--- src/rtl/seg7_scan_ctrl.sv ---
// seg7_scan_ctrl: bus-mapped eight-digit seven-segment scan controller.
// Registers DATA/EN/DP/BLINK at word offsets 0..3; digits are time-multiplexed
// onto shared active-low anode/cathode pins, SCAN_DIV cycles per digit.
// Optional blink support is compiled in with SEG7_BLINK_EN.
module seg7_scan_ctrl #(
  parameter logic [15:0] SCAN_DIV  = 16'd50000,
  parameter logic [25:0] BLINK_DIV = 26'd25000000
) (
  input  logic        clk,
  input  logic        rst,
  input  logic        io_ce,
  input  logic        io_we,
  input  logic [1:0]  io_addr,
  input  logic [31:0] io_wdata,
  output logic [31:0] io_rdata,
  output logic [7:0]  seg_an,
  output logic [7:0]  seg_cat
);

  logic [31:0] data;
  logic [7:0]  en;
  logic [7:0]  dp;
  logic [15:0] cnt;
  logic [2:0]  idx;
  logic        blank;
  logic [31:0] rd_blink;
  logic [31:0] rd_mux;
  logic [3:0]  nibble;
  logic [6:0]  hex;
  logic [7:0]  an_next;
  logic [7:0]  cat_next;

  // Bus writes to the always-present registers.
  always_ff @(posedge clk) begin
    if (rst) begin
      data <= '0;
      en   <= '1;
      dp   <= '0;
    end else if (io_ce && io_we) begin
      case (io_addr)
        2'd0:    data <= io_wdata;
        2'd1:    en   <= io_wdata[7:0];
        2'd2:    dp   <= io_wdata[7:0];
        default: ;
      endcase
    end
  end

`ifdef SEG7_BLINK_EN
  logic [7:0]  blink;
  logic [25:0] bcnt;
  logic        phase;

  // BLINK register write.
  always_ff @(posedge clk) begin
    if (rst)
      blink <= '0;
    else if (io_ce && io_we && io_addr == 2'd3)
      blink <= io_wdata[7:0];
  end

  // Free-running blink timer; phase flips every BLINK_DIV cycles.
  always_ff @(posedge clk) begin
    if (rst) begin
      bcnt  <= '0;
      phase <= 1'b0;
    end else if (bcnt == BLINK_DIV - 26'd1) begin
      bcnt  <= '0;
      phase <= ~phase;
    end else begin
      bcnt <= bcnt + 26'd1;
    end
  end

  assign blank    = blink[idx] & phase;
  assign rd_blink = {24'b0, blink};
`else
  logic unused_blink_div;

  assign unused_blink_div = ^BLINK_DIV;
  assign blank            = 1'b0;
  assign rd_blink         = '0;
`endif

  // Digit scan: cnt walks 0..SCAN_DIV-1, idx advances on each wrap.
  always_ff @(posedge clk) begin
    if (rst) begin
      cnt <= '0;
      idx <= '0;
    end else if (cnt == SCAN_DIV - 16'd1) begin
      cnt <= '0;
      idx <= idx + 3'd1;
    end else begin
      cnt <= cnt + 16'd1;
    end
  end

  // Read-back mux, registers zero-extended.
  always_comb begin
    rd_mux = '0;
    case (io_addr)
      2'd0:    rd_mux = data;
      2'd1:    rd_mux = {24'b0, en};
      2'd2:    rd_mux = {24'b0, dp};
      default: rd_mux = rd_blink;
    endcase
  end

  // Registered read data; holds when not reading.
  always_ff @(posedge clk) begin
    if (rst)
      io_rdata <= '0;
    else if (io_ce && !io_we)
      io_rdata <= rd_mux;
  end

  // Hex-to-segment decode for the current digit, active-low {g..a}.
  always_comb begin
    nibble = data[{idx, 2'b00} +: 4];
    hex    = 7'h7F;
    case (nibble)
      4'h0: hex = 7'h40;
      4'h1: hex = 7'h79;
      4'h2: hex = 7'h24;
      4'h3: hex = 7'h30;
      4'h4: hex = 7'h19;
      4'h5: hex = 7'h12;
      4'h6: hex = 7'h02;
      4'h7: hex = 7'h78;
      4'h8: hex = 7'h00;
      4'h9: hex = 7'h10;
      4'hA: hex = 7'h08;
      4'hB: hex = 7'h03;
      4'hC: hex = 7'h46;
      4'hD: hex = 7'h21;
      4'hE: hex = 7'h06;
      4'hF: hex = 7'h0E;
      default: hex = 7'h7F;
    endcase
    // blank is a scalar, so replicate it before inverting against the 8-bit mask
    an_next  = ~((8'b1 << idx) & en & {8{~blank}});
    cat_next = {~dp[idx], hex};
  end

  // Pin output registers; anodes and cathodes change on the same edge.
  always_ff @(posedge clk) begin
    if (rst) begin
      seg_an  <= '1;
      seg_cat <= '1;
    end else begin
      seg_an  <= an_next;
      seg_cat <= cat_next;
    end
  end

endmodule

--- config.mk ---
export PLATFORM = sky130hd
export DESIGN_NAME = seg7_scan_ctrl
export DESIGN_NICKNAME = d
export VERILOG_FILES = /design/src/rtl/seg7_scan_ctrl.sv
export SDC_FILE = /design/constraint.sdc
export NUM_CORES = 1
export LEC_CHECK = 0
export CAP_MARGIN = 20
export CORE_MARGIN = 10
export CORE_UTILIZATION = 52
export CTS_CLUSTER_DIAMETER = 30
export DETAILED_ROUTE_END_ITERATION = 7
export PLACE_DENSITY = 0.81
export SLEW_MARGIN = 25
export SYNTH_ARGS = -nofsm -noshare
export SYNTH_HDL_FRONTEND = slang
export SYNTH_SLANG_ARGS = --single-unit
--- constraint.sdc ---
create_clock -name clk -period 3.04 [get_ports clk]
set_clock_uncertainty 0.2 [all_clocks]
set_input_delay 0.608 -clock clk [delete_from_list [all_inputs] [get_ports clk]]
set_output_delay 0.608 -clock clk [all_outputs]
set_load 0.02 [all_outputs]
==> run metrics <==
run status complete, no violations; Post-Layout Cell Count 748; num rows 35; TritonCTS clock tree yes; wire length per cell after detailed routing 18.1 um; remaining global-route overflow 0; post-synth design cell area between 4000 and 5000 sq um; detailed-route DRC error count 0; post-synthesis cell count 541; final estimated routing congestion in global placement 0.867; combined area of the multi-input logic cells 2360 sq um; DP Area 5800 sq um; global-route usage over all layers between 20% and 30%; relative contribution of the clock network to total power a little over half; most frequently used flop master after synthesis sky130_fd_sc_hd__dfxtp_1; worst setup margin 0.263 ns; count of maximum capacitance violations 0; antenna violation net count after detailed routing 0; EDFF count, synth 0; end-of-flow core utilization 69.8%; syn nets just under 600; internal power consumption 2.85 mW; number of buffers added for setup after CTS 0; share of total power in combinational logic 6.6%; worst-margin pin slew 0.567 ns; minimum period implied by the final worst setup slack around 2.8 ns; clock latency on the worst-skew pair 0.52 ns; number of DRC markers in iteration 0 386; clock transition at the register clock pins on the worst setup and hold paths after CTS roughly 0.06 ns; Final Cell Area 6390 sq um; critical register-to-register path startpoint idx[0]$_SDFFE_PP0N_; worst vdd ir between 0.3 and 0.4 mV; number of buffer cells added on primary ports 85; Max Freq roughly 0.36 GHz; Worst R2R Setup Slack 0.26 ns; portion of the post-synthesis area used by sequential elements 47.6%; Syn. warnings 0; largest cells by area after synthesis sky130_fd_sc_hd__dfxtp_1 (48%), sky130_fd_sc_hd__nand2_1 (8.1%), sky130_fd_sc_hd__nor2_1 (5.2%); area used by sequential logic in the layout between 2000 and 2500 sq um; Slew headroom 62.2%; leakage power summed over all cells ~2.4 nW; level count of the clock H-tree 4; wire length of the first global-routing pass 21.8 mm; TritonCTS buffer count 17; power per unit of standard cell area approximately 590 nW/um^2; maximum number of pins on one net before global-route repair 71; number of inserted filler cells in the final layout about 650; fraction of power consumed by sequential logic 41.4%; net switching share of the total power between 20% and 30%; number of hold buffers added after CTS 0; via count of the first global-routing pass 4451; Final setup viols 0; maximum fanout along the worst path 8; Critical path origin idx[0]$_SDFFE_PP0N_; Total Die Area approximately 14000 sq um; width of the die 116 um; Detailed Routing Iterations Pass 1 5; post-synth top area cell sky130_fd_sc_hd__dfxtp_1; TNS Setup 0 ns; Data arrival, critical path 2.97 ns; Clock Sinks 115; Core Area 9150 sq um; NetSw just over 0.9 mW; Via-to-Cell Ratio 5.77; Boundary Pins 86; type of destination of the critical path flip-flop; kind of critical path reg2reg; Cells after DPL 716; Yosys top cell area share 47.6%; count of instances resized after the clock tree is built 0; data required time of the critical path 3.23 ns; Post-Synthesis Mean Instance Area 8.94 sq um; number of cells on the worst reg-to-reg path 8; fraction of layout instances using a drive strength above 1 a little under a tenth; number of distinct library cell variants in the gate-level netlist after synthesis 46; maximum count of clock buffers along a single path 2; Synth async-reset ratio 0%; total via count after detailed routing around 4300; diode insertion count for antenna repair 0; post-route fraction of the period consumed by the critical path 91.3%; routed wire length 13.5 mm; synthesis-to-finish area growth 32.0%; number of pins exceeding their max-slew limit in the final report 0; endpoint of the worst register-to-register path seg_cat[3]$_SDFF_PP1_; Initial Utilization 52.9%; Die Height ~120 um; endpoint of the most critical setup path seg_cat[3]$_SDFF_PP1_; Hold Crit Class reg2reg; Clock Root Buffer sky130_fd_sc_hd__clkbuf_8; hpwl dp 8.94 mm; worst slack at placement 0.312 ns; flops & latches, synth 115; setup repair after global routing missed its margin false; Final #Nets 675; Final Hold Fails 0; antenna violations before repair 0; Critical Path Start Type flip-flop
cell type report:
class,count,area share [%]
Clock buffer,17,6.48
Clock inverter,15,2.72
Inverter,9,0.529
Multi-Input combinational cell,382,37.0
Sequential cell,115,36.0
Tap cell,111,2.17
Timing Repair Buffer,99,15.1
registers in the layout, summed over array words and instances (netlist names):
name / count
dp: 8
seg_an: 8
cnt: 16
data: 32
en: 8
seg_cat: 8
idx: 3
io_rdata: 32
through the flow:
step / power, mW / hold slack (ns)
finish: 3.78 / 0.218
global route: 3.88 / 0.246
CTS: 3.79 / 0.216
detailed placement: 1.84 / 0.198
global placement: 1.83 / 0.197
floorplan: 1.72 / 0.181
logic make-up (layout without fill, tap and decap cells):
logic type	count (synthesis)	after routing	share of synthesized area [%]
AND/OR/NAND/NOR	236	236	21.4
flip-flops	115	115	47.6
AO/OA/AOI/OAI	91	91	12.2
buffers and inverters	44	140	3.83
multiplexers	26	26	8.82
XOR/XNOR	16	16	2.90
adder cells (fa/ha/maj)	13	13	3.36
routing by layer:
metal	part of all wire (%)	GRT usage [%]	vias to the layer above
met4	3.4	11.2	0
met3	8.7	6.01	45
met2	49	34.4	237
li1	-	-	2022
met5	0	0	-
met1	39	22.7	2013
power by group through the flow:
| stage | sequential (mW) | clock [mW] | combinational, mW |
|---|---|---|---|
| after global routing | 1.57 | 2.05 | 0.269 |
| final | 1.56 | 1.96 | 0.250 |
| after CTS | 1.56 | 1.97 | 0.248 |
| after global placement | 1.59 | 0 | 0.238 |
| after detailed placement | 1.60 | 0 | 0.244 |
| after floorplan | 1.61 | 0 | 0.110 |
cells in the mapped netlist, types with 2 or more instances:
master / n
sky130_fd_sc_hd__and3_1: 2
sky130_fd_sc_hd__or3_1: 2
sky130_fd_sc_hd__o21ai_1: 2
sky130_fd_sc_hd__mux2i_4: 2
sky130_fd_sc_hd__nor3_1: 13
sky130_fd_sc_hd__a21o_1: 2
sky130_fd_sc_hd__nor2b_1: 7
sky130_fd_sc_hd__xnor2_1: 8
sky130_fd_sc_hd__a211oi_1: 9
sky130_fd_sc_hd__nand4_1: 3
sky130_fd_sc_hd__inv_2: 2
sky130_fd_sc_hd__a21oi_1: 41
sky130_fd_sc_hd__nand2b_1: 3
sky130_fd_sc_hd__ha_1: 13
sky130_fd_sc_hd__buf_2: 4
sky130_fd_sc_hd__a2111oi_0: 2
sky130_fd_sc_hd__buf_6: 2
sky130_fd_sc_hd__mux2_2: 2
sky130_fd_sc_hd__buf_1: 2
sky130_fd_sc_hd__mux4_1: 8
sky130_fd_sc_hd__xor2_1: 8
sky130_fd_sc_hd__a31oi_1: 3
sky130_fd_sc_hd__nand3b_1: 10
sky130_fd_sc_hd__a22oi_1: 24
sky130_fd_sc_hd__dfxtp_1: 115
sky130_fd_sc_hd__nor4_1: 2
sky130_fd_sc_hd__nand2_1: 105
sky130_fd_sc_hd__a221o_1: 3
sky130_fd_sc_hd__nand3_1: 16
sky130_fd_sc_hd__mux2i_1: 12
sky130_fd_sc_hd__inv_1: 7
sky130_fd_sc_hd__nor2_1: 67
sky130_fd_sc_hd__clkbuf_1: 27
worst min path at each step:
stage | start | end | slack [ns] | cells after the start
detailed placement | en[5]$_SDFFE_PP1P_ | seg_an[5]$_SDFF_PP1_ | 0.20 | 1
CTS | en[5]$_SDFFE_PP1P_ | seg_an[5]$_SDFF_PP1_ | 0.22 | 1
global route | en[5]$_SDFFE_PP1P_ | seg_an[5]$_SDFF_PP1_ | 0.25 | 1
finish | en[5]$_SDFFE_PP1P_ | seg_an[5]$_SDFF_PP1_ | 0.22 | 1
global placement | en[5]$_SDFFE_PP1P_ | seg_an[5]$_SDFF_PP1_ | 0.20 | 1
floorplan | en[4]$_SDFFE_PP1P_ | seg_an[4]$_SDFF_PP1_ | 0.18 | 1
cells in the final DEF, fill, tap and decap left out, drive strengths merged, types with 2 or more instances in the layout:
master / instances
a2111oi: 2
a211oi: 9
a21o: 2
a21oi: 41
a221o: 3
a22oi: 25
a31oi: 3
and3: 2
buf: 15
bufinv: 2
clkbuf: 17
clkdlybuf4s50: 84
clkinv: 4
clkinvlp: 2
dfxtp: 115
ha: 13
inv: 16
mux2: 3
mux2i: 15
mux4: 8
nand2: 106
nand2b: 3
nand3: 16
nand3b: 10
nand4: 3
nor2: 67
nor2b: 7
nor3: 13
nor4: 2
o21ai: 2
or3: 2
xnor2: 8
xor2: 8
worst max-delay path, stage by stage (launching register included):
cell and delay, ns:
sky130_fd_sc_hd__dfxtp_1 0.57, sky130_fd_sc_hd__mux4_1 0.66, sky130_fd_sc_hd__mux2i_4 0.27, sky130_fd_sc_hd__inv_1 0.12
sky130_fd_sc_hd__ha_1 0.21, sky130_fd_sc_hd__inv_1 0.07, sky130_fd_sc_hd__nor3_1 0.06, sky130_fd_sc_hd__a2111oi_0 0.41
sky130_fd_sc_hd__a31oi_1 0.07
Power figures use the tool's default switching activity.
